**src/rtl/br_pkg.sv**
```systemverilog
// ---------------------------------------------------------------------------
// br_pkg
//   Shared definitions for the branch prediction / resolution unit:
//     OPC_BRANCH  - RV32 conditional-branch major opcode
//     br_funct3_e - funct3 encodings of the six conditional branches
//     pc_sel_e    - next-PC redirect selector driven by br_pred_unit
//     ctr_init()  - reset value of a CNT_W-bit counter (weakly not-taken)
// ---------------------------------------------------------------------------
package br_pkg;

    localparam logic [6:0] OPC_BRANCH = 7'b1100011;

    typedef enum logic [2:0] {
        F3_BEQ  = 3'b000,
        F3_BNE  = 3'b001,
        F3_BLT  = 3'b100,
        F3_BGE  = 3'b101,
        F3_BLTU = 3'b110,
        F3_BGEU = 3'b111
    } br_funct3_e;

    typedef enum logic [1:0] {
        PC_SEL_NONE = 2'b00,  // keep fetching sequentially
        PC_SEL_ALU  = 2'b01,  // redirect to the ALU-computed branch target
        PC_SEL_PC4  = 2'b10   // redirect to the fall-through PC (pc_E + 4)
    } pc_sel_e;

    // Largest value that still has MSB clear: 2^(w-1)-1.
    function automatic int unsigned ctr_init(input int unsigned cnt_w);
        return (32'd1 << (cnt_w - 1)) - 32'd1;
    endfunction

endpackage

```
**src/rtl/br_bht.sv**
```systemverilog
// ---------------------------------------------------------------------------
// br_bht
//   Branch history table: BHT_DEPTH saturating counters of CNT_W bits.
//   All counters reset asynchronously to the weakly-not-taken value.
//   The read port is purely combinational from the registered array, so a
//   same-cycle read and update of one entry returns the pre-update value.
//
// Ports
//   i_clk        clock, updates on rising edge
//   i_rst_n      asynchronous active-low reset
//   i_rd_idx     lookup index
//   o_rd_msb     MSB of the looked-up counter (predict taken)
//   i_upd_en     apply one increment/decrement this cycle
//   i_upd_idx    index of the counter to update
//   i_upd_taken  1: increment (saturate high), 0: decrement (saturate at 0)
// ---------------------------------------------------------------------------
module br_bht
    import br_pkg::*;
#(
    parameter int BHT_DEPTH = 64,
    parameter int CNT_W     = 2,
    parameter int IDX_W     = $clog2(BHT_DEPTH)
) (
    input  logic             i_clk,
    input  logic             i_rst_n,
    input  logic [IDX_W-1:0] i_rd_idx,
    output logic             o_rd_msb,
    input  logic             i_upd_en,
    input  logic [IDX_W-1:0] i_upd_idx,
    input  logic             i_upd_taken
);

    localparam logic [CNT_W-1:0] CTR_RST = CNT_W'(ctr_init(CNT_W));
    localparam logic [CNT_W-1:0] CTR_MAX = '1;

    logic [CNT_W-1:0] cnt_q [BHT_DEPTH];
    logic [CNT_W-1:0] cnt_d;

    // Next value of the single entry being updated.
    always_comb begin
        cnt_d = cnt_q[i_upd_idx];
        if (i_upd_taken) begin
            if (cnt_q[i_upd_idx] != CTR_MAX) begin
                cnt_d = cnt_q[i_upd_idx] + CNT_W'(1);
            end
        end else begin
            if (cnt_q[i_upd_idx] != '0) begin
                cnt_d = cnt_q[i_upd_idx] - CNT_W'(1);
            end
        end
    end

    always_ff @(posedge i_clk or negedge i_rst_n) begin
        if (!i_rst_n) begin
            for (int i = 0; i < BHT_DEPTH; i++) begin
                cnt_q[i] <= CTR_RST;
            end
        end else if (i_upd_en) begin
            cnt_q[i_upd_idx] <= cnt_d;
        end
    end

    assign o_rd_msb = cnt_q[i_rd_idx][CNT_W-1];

endmodule

```
**src/rtl/br_pred_unit.sv**
```systemverilog
// ---------------------------------------------------------------------------
// br_pred_unit
//   Fetch-stage direction predictor plus execute-stage branch resolution.
//   The E-side decode/resolve path is purely combinational; the only state
//   is the BHT (in br_bht) and the optional performance counters.
//
//   Optional feature: define BR_PERF_CNT_EN to add the 32-bit saturating
//   o_br_cnt / o_mispred_cnt counters. Without it those ports do not exist.
//
// Ports
//   i_clk, i_rst_n    clock / asynchronous active-low reset
//   i_pc_F            fetch PC, indexes the BHT
//   o_pred_taken_F    predicted direction for i_pc_F
//   i_instr_E, i_pc_E execute-stage instruction and its PC
//   i_pred_taken_E    prediction that travelled with i_instr_E
//   i_br_less/equal   comparator results for the E operands
//   i_stall_E         E held this cycle: no BHT update, no counting
//   i_kill_E          E squashed: behaves as a non-branch
//   o_ctr_opa_sel_E   E holds a valid conditional branch
//   o_br_unsigned_E   comparator unsigned select (funct3[1] of a branch)
//   o_opa_sel         branch resolved taken (ALU opA = PC for target)
//   o_pc_sel          redirect select (see br_pkg::pc_sel_e)
//   o_mispredict_E    resolved direction differs from i_pred_taken_E
//   o_br_cnt          [BR_PERF_CNT_EN] valid unstalled branches
//   o_mispred_cnt     [BR_PERF_CNT_EN] mispredicted unstalled branches
// ---------------------------------------------------------------------------
module br_pred_unit
    import br_pkg::*;
#(
    parameter int BHT_DEPTH = 64,
    parameter int CNT_W     = 2,
    parameter int XLEN      = 32
) (
    input  logic            i_clk,
    input  logic            i_rst_n,
    input  logic [XLEN-1:0] i_pc_F,
    output logic            o_pred_taken_F,
    input  logic [XLEN-1:0] i_instr_E,
    input  logic [XLEN-1:0] i_pc_E,
    input  logic            i_pred_taken_E,
    input  logic            i_br_less,
    input  logic            i_br_equal,
    input  logic            i_stall_E,
    input  logic            i_kill_E,
    output logic            o_ctr_opa_sel_E,
    output logic            o_br_unsigned_E,
    output logic            o_opa_sel,
    output logic [1:0]      o_pc_sel,
    output logic            o_mispredict_E
`ifdef BR_PERF_CNT_EN
    ,
    output logic [31:0]     o_br_cnt,
    output logic [31:0]     o_mispred_cnt
`endif
);

    localparam int IDX_W = $clog2(BHT_DEPTH);

    logic [6:0]       opcode;
    logic [2:0]       funct3;
    logic             is_cond;
    logic             taken;
    logic             valid;
    logic             mispredict;
    logic             upd_en;
    logic [IDX_W-1:0] rd_idx;
    logic [IDX_W-1:0] upd_idx;

    assign opcode = i_instr_E[6:0];
    assign funct3 = i_instr_E[14:12];

    // funct3 010/011 fall to the default arm and are not branches.
    always_comb begin
        is_cond = 1'b0;
        taken   = 1'b0;
        case (funct3)
            F3_BEQ:  begin is_cond = 1'b1; taken = i_br_equal;  end
            F3_BNE:  begin is_cond = 1'b1; taken = !i_br_equal; end
            F3_BLT:  begin is_cond = 1'b1; taken = i_br_less;   end
            F3_BGE:  begin is_cond = 1'b1; taken = !i_br_less;  end
            F3_BLTU: begin is_cond = 1'b1; taken = i_br_less;   end
            F3_BGEU: begin is_cond = 1'b1; taken = !i_br_less;  end
            default: begin is_cond = 1'b0; taken = 1'b0;        end
        endcase
    end

    assign valid      = (opcode == OPC_BRANCH) && is_cond && !i_kill_E;
    assign mispredict = valid && (taken != i_pred_taken_E);
    assign upd_en     = valid && !i_stall_E;

    always_comb begin
        o_ctr_opa_sel_E = valid;
        o_br_unsigned_E = valid && funct3[1];
        o_opa_sel       = valid && taken;
        o_mispredict_E  = mispredict;
        o_pc_sel        = PC_SEL_NONE;
        if (mispredict) begin
            o_pc_sel = taken ? PC_SEL_ALU : PC_SEL_PC4;
        end
    end

    // Word-aligned PCs: drop the two byte-offset bits.
    assign rd_idx  = i_pc_F[IDX_W+1:2];
    assign upd_idx = i_pc_E[IDX_W+1:2];

    br_bht #(
        .BHT_DEPTH (BHT_DEPTH),
        .CNT_W     (CNT_W)
    ) u_bht (
        .i_clk       (i_clk),
        .i_rst_n     (i_rst_n),
        .i_rd_idx    (rd_idx),
        .o_rd_msb    (o_pred_taken_F),
        .i_upd_en    (upd_en),
        .i_upd_idx   (upd_idx),
        .i_upd_taken (taken)
    );

    // Instruction/PC bits that play no part in prediction or resolution.
    logic unused_bits;
    assign unused_bits = ^{i_instr_E[XLEN-1:15], i_instr_E[11:7],
                           i_pc_F[XLEN-1:IDX_W+2], i_pc_F[1:0],
                           i_pc_E[XLEN-1:IDX_W+2], i_pc_E[1:0]};

`ifdef BR_PERF_CNT_EN
    logic [31:0] br_cnt_q, br_cnt_d;
    logic [31:0] mispred_cnt_q, mispred_cnt_d;

    always_comb begin
        br_cnt_d      = br_cnt_q;
        mispred_cnt_d = mispred_cnt_q;
        if (upd_en && (br_cnt_q != 32'hFFFF_FFFF)) begin
            br_cnt_d = br_cnt_q + 32'd1;
        end
        if (upd_en && mispredict && (mispred_cnt_q != 32'hFFFF_FFFF)) begin
            mispred_cnt_d = mispred_cnt_q + 32'd1;
        end
    end

    always_ff @(posedge i_clk or negedge i_rst_n) begin
        if (!i_rst_n) begin
            br_cnt_q      <= '0;
            mispred_cnt_q <= '0;
        end else begin
            br_cnt_q      <= br_cnt_d;
            mispred_cnt_q <= mispred_cnt_d;
        end
    end

    assign o_br_cnt      = br_cnt_q;
    assign o_mispred_cnt = mispred_cnt_q;
`endif

endmodule

```
**config.mk**
```make
export PLATFORM = sky130hd
export DESIGN_NAME = br_pred_unit
export DESIGN_NICKNAME = d
export VERILOG_FILES = /design/src/rtl/br_pkg.sv /design/src/rtl/br_bht.sv /design/src/rtl/br_pred_unit.sv
export SDC_FILE = /design/constraint.sdc
export NUM_CORES = 1
export LEC_CHECK = 0
export ABC_AREA = 1
export BUFFER_PORTS_ARGS = -buffer_cell sky130_fd_sc_hd__clkbuf_2
export CAP_MARGIN = 20
export CORE_MARGIN = 5
export CORE_UTILIZATION = 45
export CTS_CLUSTER_SIZE = 30
export DETAILED_ROUTE_END_ITERATION = 8
export PLACE_DENSITY = 0.69
export SLEW_MARGIN = 20
export SYNTH_ARGS = -nofsm -noshare
export SYNTH_HDL_FRONTEND = slang
export SYNTH_SLANG_ARGS = --single-unit
```
**constraint.sdc**
```tcl
create_clock -name i_clk -period 1.7 [get_ports i_clk]
set_input_delay 0.34 -clock i_clk [delete_from_list [all_inputs] [get_ports i_clk]]
set_output_delay 0.34 -clock i_clk [all_outputs]
set_load 0.01 [all_outputs]
```
==> impl_metrics.csv <==
group,metric,value,unit
outcome,run_status,"finished, violations left",
outcome,violations,"setup timing",
logic_synthesis,ys_seq_area_share,42.0,%
layout,drive_gt1_share,37.2,%
floorplan,fp.dieW,142,µm
critical_path,crit_path_start_kind,"flip-flop",
critical_path,required,1.36,ns
layout,diodes,0,
global_routing,antenna_found_initial,0,
critical_path,critPathKind,"reg2out",
placed_design,gp_congestion,0.946,
logic_synthesis,ys_warn_count,0,
layout,final_util,68.5,%
logic_synthesis,avgSynthCellArea,6.41,µm²
logic_synthesis,post_synth_num_cell_types,24,
logic_synthesis,syn_area,7830,µm²
critical_path,path_cells,"buf_4 -> o21ai_2 -> o21ai_1 -> buf_4 -> o211ai_1 -> nand3_1 -> nand2_1 -> o21ai_2 -> buf_2",
cts,clk_latency,0.44,ns
layout,syn2layout_area_growth,50.3,%
global_routing,grt_first_pass_wirelength,47.8,mm
run,maxCapViolCount,0,
timing,finalCritPeriodShare,134,%
logic_synthesis,yosysTopAreaCell,"nand2_1",
cts,htree_levels,4,
floorplan,ios,110,
drt,wl_met2,15.0,mm
drt,wl_met1,12.0,mm
timing,hold_viol,0,
global_routing,grt_use_total,30.8,%
cts,clock_tree.root_cell,"clkbuf_16",
critical_path,cp_max_fo,2,
logic_synthesis,ys_top_cells_by_area,"nand2_1 28%, dfstp_2 21%, dfrtp_1 20%",
timing,clock.fmax,439,MHz
drt,vias_per_cell,5.67,
timing,skew,0.0127,ns
placed_design,post_dp_cell_area,9160,µm²
cts,tritoncts,"built",
layout,largest_register_ffs,128,
power,ir_drop,0.807,mV
critical_path,cpPeakStageDelay,0.38,ns
cts,clkTransAtPathRegs,0.06,ns
timing,finalCriticalPeriod,2.28,ns
floorplan,dieHeight,142,µm
drt,firstDrtPassIters,5,
critical_path,cp_top_family,"compound AO/OA/AOI/OAI gates",
cts,cts_buffers,17,
floorplan,die_area,20100,µm²
drt,route.detailed.drc,0,
logic_synthesis,ys_ff_latch,128,
cts,numClockSinks,128,
layout,mostFrequentLayoutCells,"470 x nand2_1, 133 x inv_1, 108 x buf_4",
min_path,hold_class,"in2async",
logic_synthesis,syn_nets,1323,
timing,worst_pin_slew,0.549,ns
critical_path,end_kind,"output pin",
timing,relSlewSlack,63.1,%
drt,ant_nets,0,
critical_path,path_buf_inv,3,
logic_synthesis,synth_top_area_share,28.0,%
drt,drt-total-wl,32.3,mm
layout,top_register,"u_bht.cnt_q",
layout,reg_top3,"u_bht.cnt_q (128)",
drt,via_count,9236,
placed_design,dp.final_hpwl,17.8,mm
power,power.density,759,nW/µm²
critical_path,cp.arrival,1.94,ns
global_routing,grt_pass1_vias,8825,
global_routing,grt_max_degree,43,
floorplan,rows,48,
timing,maxSlewViolCount,0,
timing,hold_ws,0.381,ns
drt,met3WireLength,3.08,mm
power,finalPower,0.00892,W
timing,setup_viol,129,
critical_path,slowest_stage,"dfrtp_1",
drt,detail_route.wl_per_cell,19.8,µm
logic_synthesis,synthCells,1220,
global_routing,grt_overflow_total,0,
drt,drtIter0Drc,1103,
drt,highest_layer,"met4",
layout,fin_area,11800,µm²
power,p_leak,5.86,nW
placed_design,portBuffers,35,
layout,fin_nets,1495,
cts,clk_path_buf_depth,2,
timing,setup_slack,-0.579,ns
floorplan,core_area,17200,µm²
layout,final_common_cell,"nand2_1",
timing,grt_setup_unrepaired,"true",
floorplan,start_util,45.6,%
[routing by layer]
layer / vias up / track usage, %
met4: 0 / 18.0
met1: 4363 / 38.7
met2: 596 / 49.1
met3: 187 / 6.27
li1: 4090 / -
met5: - / 0
[final cells by class]
| class | instances | area [µm²] |
|---|---|---|
| clock inverters | 12 | 134 |
| flip-flops and latches | 128 | 3280 |
| multi-input cells | 902 | 4740 |
| repair buffers | 202 | 2320 |
| fillers | 1333 | 5410 |
| inverters | 141 | 534 |
| well taps | 225 | 282 |
| clock buffers | 20 | 467 |
[per-stage QoR]
step / instances / TNS [ns] / setup WS, ns
after CTS: 1624 / -52.20 / -0.518
after global routing: 1630 / -67.73 / -0.631
after global placement: 1553 / -68.88 / -0.564
after floorplan: 1220 / -23.27 / -0.194
after detailed placement: 1553 / -71.44 / -0.586
final: 1630 / -56.94 / -0.579
[power breakdown]
group	internal (W)	total, W	switching, W
Combinational	0.000953	0.00209	0.00114
Sequential	0.00306	0.00306	0.00000146
Clock	0.00228	0.00377	0.00149
Total	0.00629	0.00892	0.00263
[Yosys cell counts]
cell type,number
o21ai_0,46
nand4_1,4
buf_1,3
buf_4,2
or2_0,2
buf_2,19
o211ai_1,20
nand2_2,2
dfstp_2,64
buf_6,10
a21oi_1,19
nand2_1,584
inv_2,1
nand2_4,1
or2_2,7
dfrtp_1,64
inv_1,138
clkbuf_1,15
clkinv_1,2
nor3_1,10
o21ai_1,2
nand3_1,92
nor2_1,111
nor2_2,2
[final timing paths]
| kind | from | to | slack, ns | depth (start not counted) |
|---|---|---|---|---|
| min in group i_clk | u_bht.cnt_q[106] | u_bht.cnt_q[106] | 0.47 | 2 |
| hold / removal | i_rst_n | u_bht.cnt_q[105] | 0.38 | 2 |
| hold reg to reg | u_bht.cnt_q[106] | u_bht.cnt_q[106] | 0.47 | 2 |
| max in group asynchronous | i_rst_n | u_bht.cnt_q[92] | 0.68 | 3 |
| setup / recovery | u_bht.cnt_q[75] | o_pred_taken_F | -0.58 | 9 |
| setup reg to reg | u_bht.cnt_q[11] | u_bht.cnt_q[16] | -0.51 | 14 |
[what timing repair did]
action / 4_1_cts / 5_1_grt
gates cloned: 24 / 2
setup buffers: 16 / 13
endpoints found under the setup margin: 131 / 132
hold buffers: 1 / 0
gates resized for setup: 165 / 182
endpoints found under the hold margin: 8 / 0
pin swaps: 79 / 121
[logic make-up (layout without fill, tap and decap cells)]
group / Yosys count / after routing / share of synthesized area, %
DFF: 128 / 128 / 42.0
AOI/OAI and AO/OA: 87 / 87 / 6.20
and+or+nand+nor: 815 / 815 / 41.4
buffers and inverters: 190 / 375 / 10.5
[worst reg2reg max path, delay by kind of cell (launching register included)]
family	cells	cell delay, ns
AOI/OAI and AO/OA	1	0.15
buffers and inverters	3	0.46
DFF	1	0.38
and+or+nand+nor	10	1.16
Power figures use the tool's default switching activity.
